### config.mk
export PLATFORM = sky130hd
export DESIGN_NAME = clk_tick_gen
export DESIGN_NICKNAME = d
export VERILOG_FILES = /design/src/rtl/clk_tick_gen.sv
export SDC_FILE = /design/constraint.sdc
export NUM_CORES = 1
export LEC_CHECK = 0
export BUFFER_PORTS_ARGS = -buffer_cell sky130_fd_sc_hd__buf_2
export CORE_MARGIN = 1
export CORE_UTILIZATION = 45
export CTS_CLUSTER_DIAMETER = 30
export DETAILED_ROUTE_END_ITERATION = 10
export GPL_ROUTABILITY_DRIVEN = 0
export GPL_TIMING_DRIVEN = 0
export PLACE_DENSITY = 0.73
export SETUP_SLACK_MARGIN = 0.2
export SLEW_MARGIN = 10
export SYNTH_ARGS = -nofsm -noshare
export SYNTH_HDL_FRONTEND = slang
export SYNTH_SLANG_ARGS = --single-unit
### constraint.sdc
create_clock -name clk -period 2.5 [get_ports clk]
set_input_delay 0.5 -clock clk [delete_from_list [all_inputs] [get_ports clk]]
set_output_delay 0.5 -clock clk [all_outputs]
set_load 0.03 [all_outputs]
### src/rtl/clk_tick_gen.sv
// Multi-channel tick / square-wave generator.
// Per-channel programmable divisor, shadowed until the next wrap.
module clk_tick_gen #(
  parameter int NUM_CH      = 2,
  parameter int WIDTH       = 32,
  parameter int DEFAULT_DIV = 4,
  parameter int SEL_W       = 1
) (
  input  logic              clk,
  input  logic              rst_n,
  input  logic [NUM_CH-1:0] en,
  input  logic              wr_en,
  input  logic [SEL_W-1:0]  wr_chan,
  input  logic [WIDTH-1:0]  wr_data,
  input  logic [SEL_W-1:0]  sel,
  output logic [NUM_CH-1:0] tick,
  output logic [NUM_CH-1:0] sq,
  output logic              tick_sel,
  output logic              sq_sel
);

  localparam int NSEL = 1 << SEL_W;
  localparam logic [WIDTH-1:0] DIV_RST = WIDTH'(DEFAULT_DIV);
  localparam logic [WIDTH-1:0] ONE = WIDTH'(1);

  for (genvar i = 0; i < NUM_CH; i++) begin : g_ch
    logic [WIDTH-1:0] cnt_q, cnt_d;
    logic [WIDTH-1:0] shd_q, shd_d;
    logic [WIDTH-1:0] act_q, act_d;
    logic [WIDTH-1:0] nxt_div;
    logic             sq_q, sq_d;
    logic             wr_hit;
    logic             wrap;

    assign wr_hit  = wr_en && (wr_chan == SEL_W'(i));
    assign wrap    = (cnt_q == act_q);
    // Bypass makes a write landing on the wrap edge take effect at once.
    assign nxt_div = wr_hit ? wr_data : shd_q;
    assign tick[i] = en[i] && wrap;
    assign sq[i]   = sq_q;

    always_comb begin
      cnt_d = cnt_q;
      sq_d  = sq_q;
      act_d = act_q;
      shd_d = wr_hit ? wr_data : shd_q;
      if (!en[i]) begin
        cnt_d = '0;
        sq_d  = 1'b0;
        act_d = nxt_div;
      end else if (wrap) begin
        cnt_d = '0;
        sq_d  = ~sq_q;
        act_d = nxt_div;
      end else begin
        cnt_d = cnt_q + ONE;
      end
    end

    always_ff @(posedge clk or negedge rst_n) begin
      if (!rst_n) begin
        cnt_q <= '0;
        shd_q <= DIV_RST;
        act_q <= DIV_RST;
        sq_q  <= 1'b0;
      end else begin
        cnt_q <= cnt_d;
        shd_q <= shd_d;
        act_q <= act_d;
        sq_q  <= sq_d;
      end
    end
  end

  // Zero padding makes out-of-range selects read as 0.
  logic [NSEL-1:0] tick_ext;
  logic [NSEL-1:0] sq_ext;

  assign tick_ext = NSEL'(tick);
  assign sq_ext   = NSEL'(sq);
  assign tick_sel = tick_ext[sel];
  assign sq_sel   = sq_ext[sel];

endmodule

After elaboration in Yosys (flattened, before gate mapping)
Cells that the tools add are included.
{"block": "op_classes", "add_sub_neg": 2, "n_lt_le_gt_ge": 1, "eq_ne": 4, "muxes": 18, "bitwise": 3, "reduce_logical": 4}
{"op": "32-bit 2-to-1 mux", "n": 10}
{"op": "32-bit by 1-bit adder with 32-bit output (second input constant)", "n": 2}
{"op": "32-bit == test", "n": 2}
{"op": "1-bit 2-to-1 mux", "n": 8}
{"op": "1-bit logical AND", "n": 4}
{"op": "2-bit by 1-bit != test with 1-bit output (second input constant)", "n": 2}
{"op": "1-bit NOT", "n": 3}
{"op": "1-bit by 2-bit less-than comparator with 1-bit output (second input constant)", "n": 1}
{"block": "totals", "ff_bits": 194, "input_bits": 39, "output_inout_bits": 6, "wordCells": 40}

Logic depth before layout (Yosys ltp)
{"block": "logic_depth", "depth_word": 5, "ltp_mapped": 8, "mapped_depth_nobuf": 6}

Least setup slack after synthesis
OpenSTA, ideal clock, no wires.
{"block": "synth_path", "kind": "reg-to-output", "start": "register g_ch[0].cnt_q[3]", "end": "output tick_sel", "t_arrival_ns": 2.281, "required_time_ns": 2.000, "path_slack_ns": -0.281, "stages_incl_launch_ff": 7, "n_path_buf": 1, "path_cell_list": "dfrtp_1 > buf_4 > xor2_1 > nor4_2 > nand4_2 > nor3_1 > mux2_2"}
{"block": "synth_between", "elab_chain_len": 4}
{"element": "start: declaration", "line_no": "27", "text": "logic [WIDTH-1:0] cnt_q, cnt_d;"}
{"element": "start signal: assignment", "line_no": "67", "text": "cnt_q <= cnt_d;"}
{"element": "32-bit == test", "line_no": "36", "text": "assign wrap = (cnt_q == act_q);"}
{"element": "1-bit logical AND", "line_no": "39", "text": "assign tick[i] = en[i] && wrap;"}
{"element": "net tick[0]", "line_no": "16", "text": "output logic [NUM_CH-1:0] tick,"}
{"element": "1-bit 2-to-1 mux (not written as such) (2 in series)", "line_no": "81", "text": "assign tick_sel = tick_ext[sel];"}
{"element": "end: declaration", "line_no": "18", "text": "output logic tick_sel,"}
The timed path passes the listed nets, and every way through them passes these cells. The select of a mux whose other input is x is not followed.

Worst setup path after layout
{"block": "layout_path", "start": "register g_ch[1].act_q[9]", "end": "output tick_sel"}
{"block": "layout_between", "elab_chain_len": 4}
{"element": "start: declaration", "line_no": "29", "text": "logic [WIDTH-1:0] act_q, act_d;"}
{"element": "start signal: assignment", "line_no": "69", "text": "act_q <= act_d;"}
{"element": "32-bit == test", "line_no": "36"}
{"element": "1-bit logical AND", "line_no": "39"}
{"element": "1-bit 2-to-1 mux (not written as such) (2 in series)", "line_no": "81"}
No other way between the ends. The select of a mux whose other input is x is not followed.

==> summary.md <==
| Metric | Value |
|---|---|
| Slew Limit Fails | `0` |
| DP Area | `slightly above 0.009 mm2` |
| First-pass GRT wire length | `about 31000 um` |
| Total Routed Length | `roughly 19000 um` |
| IO Count | `between 40 and 50` |
| Seq cells post-synth | `roughly 190` |
| Top FF cell, synth | `dfrtp_1` |
| Share of cells above drive strength 1 | `between 30 and 40%` |
| CP required | `~2.0 ns` |
| Clock Sinks | `between 150 and 200` |
| Final hold vios | `0` |
| Vias in the first global route | `approximately 5600` |
| Main combinational cell family by area after synthesis | `multiplexers` |
| Die Span X | `between 100 and 150 um` |
| Final worst path period share | `109%` |
| N_diodes | `0` |
| Slew headroom | `a little under half` |
| Nets@finish | `a little over 800` |
| Cell Rows | `50` |
| Via/cell ratio | `between 5 and 6` |
| Worst-Margin Slew | `0.797 ns` |
| PortBufs | `44` |
| GR Util All Layers | `about 21%` |
| Most frequent cells in the layout | `184 x dfrtp_1, 93 x mux2_2, 65 x nor2_1` |
| Fraction of registers with async set/reset | `100%` |
| Post-synth cell types | `37` |
| Root buf cell | `clkbuf_16` |
| CP Capture Type | `output port` |
| Finished Cell Area | `0.0107 mm2` |
| Setup violations, final | `3` |
| Post-synth EDFFs | `0` |
| Unrepaired setup endpoints after global routing | `true` |
| Post-Syn Nets | `~730` |
| Seq/Total Area, Yosys | `a little under three fifths` |
| Cells on worst reg2reg path | `10` |
| Number of synthesis warnings | `0` |
| Synthesized area | `around 0.0087 mm2` |
| Synth Area in Simple Gates | `approximately 12%` |
| Slack of the critical path | `-0.217 ns` |
| Finished Layout Cells | `between 1000 and 1500` |
| Startpoint types | `register` |
| Fillers | `around 1500` |
| CP Class | `reg -> out` |
| Placed Cells | `995` |
| Max VDD drop | `about 0.60 mV` |
| Iter 0 DRT Violations | `382` |
| Worst Path Max Fanout | `3` |
| Flop2flop setup slack | `0.04 ns` |
| Total grt overflow | `0` |
| Most common cell after layout, fill and taps aside | `dfrtp_1` |
| Synth Area in XOR/XNOR | `12.4%` |
| Total CTS buffers | `17` |
| CTS tree | `yes` |
| Syn_area_per_cell | `~13 um2` |
| CTS H-tree depth | `4` |
| Max Cap Violations | `0` |
| Worst r2r dst | `g_ch[0].act_q[13]` |
| Largest net degree at the start of global routing | `about 110` |
| P_leak | `0.00470 uW` |
| Wirelength per Cell | `between 15 and 20 um` |
| Pwr dens | `between 700 and 800 mW/mm2` |
| Core ar. | `~0.019 mm2` |
| Cells after Synth | `~700` |
| Worst-skew pair later-pin latency | `0.43 ns` |
| FMAX | `roughly 370 MHz` |
| Clk buf depth | `2` |
| Layout area overhead | `23.2%` |
| Compound-cell area share of the yosys netlist | `less than 1%` |
| Mux contribution to synthesized area | `between 10% and 20%` |
| Via count of the routed design | `roughly 5600` |
| Hold Path Class | `in -> async` |
| DP HPWL | `approximately 13000 um` |
| Min Tclk post-route | `approximately 2.7 ns` |
| Die footprint | `about 0.02 mm2` |
| Routed Antenna Nets | `0` |
| Initial antenna violation count | `0` |
| Reg-to-Reg Start | `g_ch[0].cnt_q[13]` |
| Post-Synth Adder-Cell Area | `0.287%` |
| WP data arrival | `about 2.2 ns` |
| Initial Util | `46.3%` |
| Status | `complete, but fails checks` |
| Clock transition at path regs | `roughly 0.07 ns` |
| Residual DRC | `0` |
| Hold_buf cts | `0` |
| Failing checks | `setup timing` |
| Setup Skew | `0.00870 ns` |
| DRT Pass-1 Iters | `5` |
| DIE HEIGHT | `~140 um` |
==> registers in the layout, summed over array words and instances (netlist names) <==
name and count:
g_ch.act_q 64, g_ch.cnt_q 64, g_ch.shd_q 64, g_ch.sq_q 2
==> Yosys cell counts, types with 8 or more instances <==
library cell  count  area (um2)
nor4_1           16         100
nand2_1          17        63.8
mux2_2          100        1130
nand3_1          25         125
nand4_1          21         131
dfrtp_1         190        4750
nor3_1            9        45.0
nor2_1           72         270
and4_1           10        87.6
xor2_1           61         534
mux2_1           30         338
xnor2_1          62         543
and3_1            8        50.1
==> how the worst max path moves through the flow <==
stage,startpoint,to,slack (ns),cells after the start
4_1_cts,g_ch[1].act_q[9],tick_sel,-0.22,6
5_1_grt,g_ch[1].act_q[9],tick_sel,-0.31,6
2_1_floorplan,g_ch[0].cnt_q[28],tick_sel,0.21,5
6_report,g_ch[1].act_q[9],tick_sel,-0.22,6
3_5_place_dp,g_ch[1].cnt_q[9],tick_sel,-0.26,6
3_3_place_gp,rst_n,g_ch[1].act_q[27],-2.27,1
==> layer usage <==
| layer | global-route usage (%) | share of wire, % | wire (um) |
|---|---|---|---|
| met5 | 0 | 0 | 0 |
| met4 | 6.01 | 1.2 | 233 |
| met3 | 4.99 | 5.6 | 1070 |
| met2 | 30.5 | 45 | 8710 |
| met1 | 30.0 | 48 | 9270 |
==> where the power goes <==
part	internal, uW	switching (uW)
clock network	1570	1140
logic	607	477
registers	3510	233
==> area by class of cell <==
type	count	area, um2	area share (%)
clock buffers	21	480	4.47
plain buffers	32	287	2.67
flip-flops and latches	194	4870	45.3
inverters	6	22.5	0.210
repair buffers	78	699	6.51
clock inverters	10	108	1.00
well taps	260	325	3.03
multi-input cells	458	3950	36.8
==> cells by family after synthesis <==
kind of cell | Yosys count
fa+ha+maj | 2
flops | 194
compound gates | 8
simple gates | 195
mux | 130
buf+inv | 38
xor+xnor | 123
==> critical path: stages (launching register included) <==
cell	delay, ns
dfrtp_1	0.41
xnor2_2	0.31
nand4_1	0.27
nor4_4	0.27
and3_4	0.27
mux2_4	0.15
buf_6	0.12
==> stage by stage <==
stage	setup TNS [ns]	power [uW]	setup WS, ns	hold slack (ns)	util, %
after floorplan	0	4290	0.208	0.204	-
after global placement	-438.69	4590	-2.27	0.476	49.3
after detailed placement	-9.81	4630	-0.261	0.478	49.5
after CTS	-0.565	7540	-0.217	0.149	56.0
after global routing	-1.76	7840	-0.311	0.163	57.0
final	-0.503	7540	-0.217	0.104	57.0
==> repair_timing <==
item                       in CTS  in global routing
resized for setup              90                 20
setup buffers                  16                 10
pin swaps                      22                 12
setup endpoints to repair     131                122
gates cloned                    5                  2
Power figures use the tool's default switching activity.
